**src/rtl/seven_seg_pkg.sv**
```systemverilog
// Shared types and constants for the seven-segment scan controller.
package seven_seg_pkg;

   // Widest digit bank the all-ones anode constant can cover.
   localparam int MAX_DIGITS = 32;

   // Active-low anodes: all ones means every digit is dark.
   localparam logic [MAX_DIGITS-1:0] ANODE_OFF = '1;

   // Default geometry and timing.
   localparam int DEF_NUM_DIGITS  = 4;
   localparam int DEF_REFRESH_DIV = 50000;
   localparam int DEF_GUARD       = 2;

   // Scan state: OFF keeps the bank dark, SCAN steps through the digits.
   typedef enum logic {
      OFF  = 1'b0,
      SCAN = 1'b1
   } scan_state_t;

endpackage

```
**src/rtl/seven_seg_scan_ctrl_if.sv**
```systemverilog
// Host/display bundle of the scan controller: value load handshake,
// display enable, and the decoder/anode drive toward the digit bank.
interface seven_seg_scan_ctrl_if
   import seven_seg_pkg::*;
#(
   parameter int NUM_DIGITS = DEF_NUM_DIGITS
);

   logic [4*NUM_DIGITS-1:0] value;
   logic                    load;
   logic                    display_on;
   logic                    upd_ack;
   logic [3:0]              digit_nib;
   logic                    dec_enable;
   logic [NUM_DIGITS-1:0]   anode;

   // Host side: supplies the value and controls, observes the display drive.
   modport master (
      output value, load, display_on,
      input  upd_ack, digit_nib, dec_enable, anode
   );

   // Controller side.
   modport slave (
      input  value, load, display_on,
      output upd_ack, digit_nib, dec_enable, anode
   );

endinterface

```
**src/rtl/seven_seg_prescaler.sv**
```systemverilog
// Slot-timing counter: counts 0..DIV-1 while enabled, synchronous clear,
// tick marks the last cycle of a slot.
module seven_seg_prescaler
   import seven_seg_pkg::*;
#(
   parameter int  DIV = DEF_REFRESH_DIV,
   localparam int CW  = (DIV > 1) ? $clog2(DIV) : 1
) (
   input  logic          clk,
   input  logic          reset,
   input  logic          en,
   input  logic          clr,
   output logic [CW-1:0] count,
   output logic          tick
);

   localparam logic [CW-1:0] LAST = CW'(DIV - 1);

   logic [CW-1:0] count_reg;

   // Count up while enabled, wrapping at DIV-1; clear has priority.
   always_ff @(posedge clk or posedge reset) begin
      if (reset) begin
         count_reg <= '0;
      end else if (clr) begin
         count_reg <= '0;
      end else if (en) begin
         if (count_reg == LAST) begin
            count_reg <= '0;
         end else begin
            count_reg <= count_reg + 1'b1;
         end
      end
   end

   assign count = count_reg;
   assign tick  = en && (count_reg == LAST);

endmodule

```
**src/rtl/seven_seg_scan_ctrl.sv**
```systemverilog
// Time-multiplexed scan controller for common-anode seven-segment digits.
// A staged value moves into the shadow register only at a frame boundary
// (or while dark), so a displayed frame never mixes old and new digits.
module seven_seg_scan_ctrl
   import seven_seg_pkg::*;
#(
   parameter int NUM_DIGITS    = DEF_NUM_DIGITS,
   parameter int REFRESH_DIV   = DEF_REFRESH_DIV,
   parameter int GUARD         = DEF_GUARD,
   parameter bit BLANK_LEADING = 1'b1
) (
   input  logic                 clk,
   input  logic                 reset,
   seven_seg_scan_ctrl_if.slave bus
);

   localparam int CW = (REFRESH_DIV > 1) ? $clog2(REFRESH_DIV) : 1;
   localparam int IW = $clog2(NUM_DIGITS);
   localparam int VW = 4 * NUM_DIGITS;

   localparam logic [NUM_DIGITS-1:0] ANODE_ALL_OFF = ANODE_OFF[NUM_DIGITS-1:0];
   localparam logic [IW-1:0]         LAST_IDX      = IW'(NUM_DIGITS - 1);
   localparam logic [CW-1:0]         GUARD_CNT     = CW'(GUARD);

   scan_state_t state_reg, state_next;

   logic [IW-1:0] idx_reg;
   logic [CW-1:0] count_w;
   logic          tick_w;
   logic          scanning_w;
   logic          frame_wrap_w;
   logic          xfer_w;

   logic [VW-1:0] staging_reg;
   logic [VW-1:0] shadow_reg;
   logic          pending_reg;
   logic          upd_ack_reg;

   logic [3:0]            nib_arr [NUM_DIGITS];
   logic [NUM_DIGITS-1:0] blank_vec;

   logic [NUM_DIGITS-1:0] anode_next, anode_reg;
   logic [3:0]            nib_next, nib_reg;
   logic                  en_next, en_reg;

   // The scan only advances while in SCAN with the display still requested;
   // dropping display_on abandons the slot and clears the counters.
   assign scanning_w   = (state_reg == SCAN) && bus.display_on;
   assign frame_wrap_w = tick_w && (idx_reg == LAST_IDX);
   assign xfer_w       = pending_reg &&
                         ((state_reg == OFF) || ((state_reg == SCAN) && frame_wrap_w));

   seven_seg_prescaler #(
      .DIV (REFRESH_DIV)
   ) u_prescaler (
      .clk   (clk),
      .reset (reset),
      .en    (scanning_w),
      .clr   (!scanning_w),
      .count (count_w),
      .tick  (tick_w)
   );

   // State register.
   always_ff @(posedge clk or posedge reset) begin
      if (reset) begin
         state_reg <= OFF;
      end else begin
         state_reg <= state_next;
      end
   end

   // Next state: follow display_on.
   always_comb begin
      state_next = state_reg;
      case (state_reg)
         OFF:     if (bus.display_on)  state_next = SCAN;
         SCAN:    if (!bus.display_on) state_next = OFF;
         default: state_next = OFF;
      endcase
   end

   // Digit index: advances on each slot tick, restarts at 0 whenever idle.
   always_ff @(posedge clk or posedge reset) begin
      if (reset) begin
         idx_reg <= '0;
      end else if (!scanning_w) begin
         idx_reg <= '0;
      end else if (tick_w) begin
         idx_reg <= (idx_reg == LAST_IDX) ? '0 : idx_reg + 1'b1;
      end
   end

   // Load handshake: stage the value, hand it to the shadow at a safe point.
   // A load in the transfer cycle bypasses staging so the newest value wins.
   always_ff @(posedge clk or posedge reset) begin
      if (reset) begin
         staging_reg <= '0;
         shadow_reg  <= '0;
         pending_reg <= 1'b0;
         upd_ack_reg <= 1'b0;
      end else begin
         if (bus.load) begin
            staging_reg <= bus.value;
         end
         if (xfer_w) begin
            shadow_reg  <= bus.load ? bus.value : staging_reg;
            pending_reg <= 1'b0;
         end else if (bus.load) begin
            pending_reg <= 1'b1;
         end
         upd_ack_reg <= xfer_w;
      end
   end

   // Per-digit nibble taps and leading-zero blanking flags.
   genvar gi;
   generate
      for (gi = 0; gi < NUM_DIGITS; gi++) begin : g_digit
         assign nib_arr[gi] = shadow_reg[4*gi +: 4];
         if (gi == 0 || !BLANK_LEADING) begin : g_keep
            assign blank_vec[gi] = 1'b0;
         end else begin : g_blank
            assign blank_vec[gi] = (shadow_reg[VW-1:4*gi] == '0);
         end
      end
   endgenerate

   // Slot decode: anodes dark during the guard window, then select idx.
   always_comb begin
      anode_next = ANODE_ALL_OFF;
      nib_next   = 4'h0;
      en_next    = 1'b0;
      if (state_reg == SCAN) begin
         nib_next = nib_arr[idx_reg];
         en_next  = !blank_vec[idx_reg];
         if (count_w >= GUARD_CNT) begin
            anode_next[idx_reg] = 1'b0;
         end
      end
   end

   // Registered outputs, one clock behind the internal scan position.
   always_ff @(posedge clk or posedge reset) begin
      if (reset) begin
         anode_reg <= ANODE_ALL_OFF;
         nib_reg   <= 4'h0;
         en_reg    <= 1'b0;
      end else begin
         anode_reg <= anode_next;
         nib_reg   <= nib_next;
         en_reg    <= en_next;
      end
   end

   assign bus.anode      = anode_reg;
   assign bus.digit_nib  = nib_reg;
   assign bus.dec_enable = en_reg;
   assign bus.upd_ack    = upd_ack_reg;

endmodule

```
**src/flat_wrapper.sv**
```systemverilog
// flat-port wrapper written by rule: the top's interface ports become plain ports
module seven_seg_scan_ctrl_flat import seven_seg_pkg::*;
#(
   parameter int NUM_DIGITS    = DEF_NUM_DIGITS,
   parameter int REFRESH_DIV   = DEF_REFRESH_DIV,
   parameter int GUARD         = DEF_GUARD,
   parameter bit BLANK_LEADING = 1'b1
)
  (clk, reset, bus_value, bus_load, bus_display_on, bus_upd_ack, bus_digit_nib, bus_dec_enable, bus_anode);
  seven_seg_scan_ctrl_if #(.NUM_DIGITS(NUM_DIGITS)) bus_i ();
  input  logic clk;
  input  logic reset;
  input wire logic [$bits(bus_i.value)-1:0] bus_value;
  input wire logic [$bits(bus_i.load)-1:0] bus_load;
  input wire logic [$bits(bus_i.display_on)-1:0] bus_display_on;
  output wire logic [$bits(bus_i.upd_ack)-1:0] bus_upd_ack;
  output wire logic [$bits(bus_i.digit_nib)-1:0] bus_digit_nib;
  output wire logic [$bits(bus_i.dec_enable)-1:0] bus_dec_enable;
  output wire logic [$bits(bus_i.anode)-1:0] bus_anode;
  assign bus_i.value = bus_value;
  assign bus_i.load = bus_load;
  assign bus_i.display_on = bus_display_on;
  assign bus_upd_ack = bus_i.upd_ack;
  assign bus_digit_nib = bus_i.digit_nib;
  assign bus_dec_enable = bus_i.dec_enable;
  assign bus_anode = bus_i.anode;
  seven_seg_scan_ctrl #(.NUM_DIGITS(NUM_DIGITS), .REFRESH_DIV(REFRESH_DIV), .GUARD(GUARD), .BLANK_LEADING(BLANK_LEADING)) u_core (.clk(clk), .reset(reset), .bus(bus_i));
endmodule
```
**config.mk**
```make
export PLATFORM = sky130hd
export DESIGN_NAME = seven_seg_scan_ctrl_flat
export DESIGN_NICKNAME = d
export VERILOG_FILES = /design/src/rtl/seven_seg_pkg.sv /design/src/rtl/seven_seg_scan_ctrl_if.sv /design/src/rtl/seven_seg_prescaler.sv /design/src/rtl/seven_seg_scan_ctrl.sv /design/src/flat_wrapper.sv
export SDC_FILE = /design/constraint.sdc
export NUM_CORES = 1
export LEC_CHECK = 0
export ABC_AREA = 0
export CAP_MARGIN = 20
export CORE_AREA = 10 10 95 118
export DETAILED_ROUTE_END_ITERATION = 16
export DIE_AREA = 0 0 105 128
export MAX_ROUTING_LAYER = met4
export SYNTH_ARGS = -nofsm -noshare
export SYNTH_HDL_FRONTEND = slang
export SYNTH_SLANG_ARGS = --single-unit
```
**constraint.sdc**
```tcl
create_clock -name clk -period 5.2 [get_ports clk]
set_input_delay 1.3 -clock clk [delete_from_list [all_inputs] [get_ports clk]]
set_output_delay 1.3 -clock clk [all_outputs]
set_load 0.01 [all_outputs]
```
* Yosys cells after proc, flatten, opt, wreduce, memory -nomap -nowiden
Index checks and enable logic that the tools add are counted.
Word-level totals: register bits 62, word-level logic and storage cells 54
Operators by class: add/subtract/negate cells 2, $lt $le $gt $ge 4, equal/unequal tests 3, multiplexer cells 20, bitwise gates (word level) 3, reduce and logical (&&, ||, !) cells 12
Operators with widths (count):
- $mux W16 | 3
- $mux W4 | 5
- $add A16 B1 Y16 const B | 1
- $eq A16 B16 Y1 const B | 1
- $ge A16 B2 Y1 const B | 1
- $logic_not A12 Y1 | 1
- $bmux W4 S2 | 1
- $logic_not A8 Y1 | 1
- $logic_and A1 B1 Y1 | 6
- $mux W1 | 6
- $mux W2 | 3
- $logic_not A4 Y1 | 1
- $not A4 Y4 | 1
- $ge A3 B3 Y1 const B | 1
- $lt A2 B3 Y1 const B | 1
- $not A2 Y3 | 1
- $add A2 B1 Y2 const B | 1
- $bmux W1 S2 | 1
- $demux W1 S2 | 1
- $eq A2 B2 Y1 const B | 1
- $ge A2 B1 Y1 const B | 1
- $ne A2 B1 Y1 const B | 1
- $reduce_bool A2 Y1 | 1
- $logic_not A1 Y1 | 1
- other kinds (2) | 2

* Logic depth before layout (Yosys ltp)
depth after elaboration 7, gate-level depth with buffers 7, gate-level depth less buffers 6

* Hierarchy
Synthesis repeated with hierarchy kept, for this count alone.
Unflattened totals: cells, all modules 228, area, all modules 2939.1 sq um
By module, submodules not included:
- seven_seg_scan_ctrl | instances 1, cells each 124, area each 1981.9 sq um, sequential area each 1156.1 sq um
- seven_seg_prescaler | instances 1, cells each 104, area each 957.2 sq um, sequential area each 400.4 sq um

* Worst setup path before layout
No wires, ideal clock.
path kind input to register, from input port bus_load, to register u_core.shadow_reg[6], data arrival time 2291 ps, path slack 2778 ps, stages 5, buffers on the path 2, cells stage by stage buf_4 -> buf_4 -> mux2_2 -> a221oi_1 -> nand3_1
On the way: longest elaborated chain between the ends 1
Ends and longest elaborated chain:
- start: declaration | line flat_wrapper.sv:14 | input wire logic [$bits(bus_i.load)-1:0] bus_load;
- $mux W16 | line seven_seg_scan_ctrl.sv:107 | shadow_reg <= bus.load ? bus.value : staging_reg;
- end signal: assignment | line seven_seg_scan_ctrl.sv:107
- end: declaration | line seven_seg_scan_ctrl.sv:35 | logic [VW-1:0] shadow_reg;
Every way passes these cells. A chain may end at the register's enable or synchronous reset.

* Final worst setup path
from input port bus_load, to register u_core.shadow_reg[1]
Same word-level chain as after synthesis.

==> impl_metrics.yaml <==
run_status:
  outcome: "complete, no violations"
worst_setup_path:
  cp_num_buf_inv: 1
  endpoint_kind: "flop"
  r2r_cells: 5
  worstReg2RegEnd: "u_core.u_prescaler.count[2]"
  critPathKind: "in -> reg"
  path_max_fanout: 17
  crit_required_ps: 5400
  start_kind: "input pin"
  slowest_stage: "clkdlybuf4s50_1"
  crit_chain: "clkdlybuf4s50_1, mux2_2, a221oi_1, nand3_1"
  slowest_delay_ps: 1010
  r2r_setup_slack_ps: 2880
  critical-path-top-delay-family: "buffers and inverters"
  r2r_start: "u_core.u_prescaler.count[1]"
  worst_ep_arrival_time_ps: 3170
route:
  wire_per_inst_um: 16.6
  dr.first_iter.drc_count: 152
  final_antenna_net_count: 0
  routed_wl_um: 7320
  post-route-drc-count: 0
  vias_per_cell: 5.30
  vias: 2331
  first_pass_iters: 4
floorplan:
  io_pins: 30
  dieArea_mm2: 0.0134
  die_h_um: 128
  rows: 39
  core_area_mm2: 0.00898
  start_util_pct: 34.8
  die_x_um: 105
finish:
  final_core_util_pct: 42.0
  drive_above_1_share_pct: 14.8
  area_growth_syn_to_layout_pct: 20.8
  antenna_cells: 0
  fillCellCount: 884
  nets: 338
clock_tree:
  htree_levels: 3
  cts_sinks: 62
  cts_tree: "built"
  hold_buffers: 0
  insertion_delay_ps: 330
  cts_resized: 0
  clkTransAtPathRegs_ps: 50
  cts_buffer_depth: 2
  clockRootBuffer: "clkbuf_16"
  post_cts.repair.setup_buffers: 0
  cts-buffers-inserted: 9
timing:
  relSlewSlack_pct: 44.5
  rsz0062_at_grt: "false"
  finClkSkew_ps: 5.76
  setup-tns-final_ps: 0
  setup_violations: 0
  finalCritPeriodShare_pct: 57.2
  hold_viol: 0
  worst_slew_pin_slew_ps: 830
  drv_slew: 0
  fmax_ghz: 0.336
  finalCriticalPeriod_ps: 2970
job:
  drv_cap: 0
synth:
  synth_flop_cell: "dfrtp_1"
  synthArstFlopShare_pct: 100
  synth_edf_count: 0
  ys_top_cells_by_area: "dfrtp_1 46%, nand3_1 6.3%, mux2_2 5.8%"
  synthesis.nets: 313
  synth-seq-cells: 62
  syn-cell-area_mm2: 0.00312
  yosysTopAreaCellShare_pct: 46.5
  ys_seq_area_share_pct: 49.9
  synth.avg_cell_area_um2: 10.9
  synthDistinctLibCells: 37
  synthCells: 287
  synth_area_leader_cell: "dfrtp_1"
  ys_warn_count: 0
min_path:
  hold_start: "u_core.staging_reg[15]"
  worst_hold_path.num_cells: 1
  hold_path.class: "reg -> reg"
  min_delay_worst_endpoint: "u_core.staging_reg[15]"
placement:
  place.port_buffers: 29
  finalWeightedCongestion: 0.831
  hpwl_um: 4880
global_routing:
  grt_max_degree: 43
  first_global_vias: 2391
  grt_pass1_wl_um: 12400
  grt-ovfl-total: 0
  antenna_found_initial: 0
  track_usage_pct: 11.8
power_and_ir_drop:
  power_mw: 1.24
  power_density_mw_per_mm2: 328
  leakage_nw: 1.44
  peakVddDrop_v: 0.000145
area by class of cell:
class                      count  area (um2)  share of cell area, %
clock buffer                  15         268                   7.10
clock inverter                 1        5.00                  0.133
inverter                       9        33.8                  0.896
multi-input combinational    198        1440                   38.2
sequential                    62        1560                   41.3
tap                          123         154                   4.08
timing repair buffer          32         313                   8.29
cell families (layout without fill, tap and decap cells):
| kind of cell | count (synthesis) | after routing | synth area share (%) |
|---|---|---|---|
| compound gates | 25 | 25 | 6.21 |
| xor+xnor | 13 | 13 | 3.65 |
| fa+ha+maj | 6 | 6 | 2.40 |
| buf+inv | 27 | 57 | 3.93 |
| flops | 62 | 62 | 49.9 |
| mux | 21 | 21 | 8.98 |
| simple gates | 133 | 133 | 25.0 |
layer usage:
layer | track usage (%) | up-vias | part of all wire [%]
met5 | - | - | 0
met4 | 5.50 | 0 | 2.1
met3 | 3.02 | 11 | 3.2
met2 | 18.7 | 45 | 50
met1 | 13.8 | 1173 | 45
li1 | - | 1102 | -
cells in the mapped netlist (all sizes together), types with 5 or more instances:
cell    instances
nand4           6
and3           16
or3b           16
nor4           10
inv             8
dfrtp          58
mux2           16
and2            5
nor2           20
clkbuf         10
nand2          12
xnor2          11
nand3          39
ha              6
buf             8
a221oi         16
worst max path at each step:
stage	cells after the start	slack (ps)	startpoint	endpoint
2_1_floorplan	1	2370	reset	u_core.bus.dec_enable
3_3_place_gp	4	1910	bus_load	u_core.shadow_reg[0]
3_5_place_dp	4	1860	bus_load	u_core.shadow_reg[6]
4_1_cts	4	2220	bus_load	u_core.shadow_reg[6]
5_1_grt	4	2090	bus_load	u_core.shadow_reg[12]
6_report	4	2230	bus_load	u_core.shadow_reg[1]
power breakdown:
group	total, mW	internal, mW	switching (mW)
Clock	0.550	0.348	0.202
Sequential	0.548	0.519	0.0288
Combinational	0.139	0.0729	0.0659
metrics by stage:
| step | hold slack [ps] | worst slack [ps] | std cells | cell area [um2] |
|---|---|---|---|---|
| finish | 507 | 2230 | 440 | 3770 |
| global route | 526 | 2090 | 440 | 3770 |
| CTS | 512 | 2220 | 440 | 3770 |
| detailed placement | 501 | 1860 | 424 | 3500 |
| global placement | 490 | 1910 | 424 | 3500 |
| floorplan | 480 | 2370 | 287 | 3120 |
cells in the final DEF (no fill, tap or decap), types with 3 or more instances in the layout:
master and instances:
a21oi_1 3, a221oi_1 16, and2_1 5, and3_1 16, buf_4 3, clkbuf_1 4
clkbuf_16 9, clkdlybuf4s50_1 29, dfrtp_1 58, dfstp_2 4, ha_1 6, inv_1 7
mux2_2 16, mux4_2 4, nand2_1 12, nand3_1 39, nand4_1 5, nor2_1 20
nor4_1 9, o21ai_0 4, or3b_1 14, xnor2_1 11
Power figures use the tool's default switching activity.
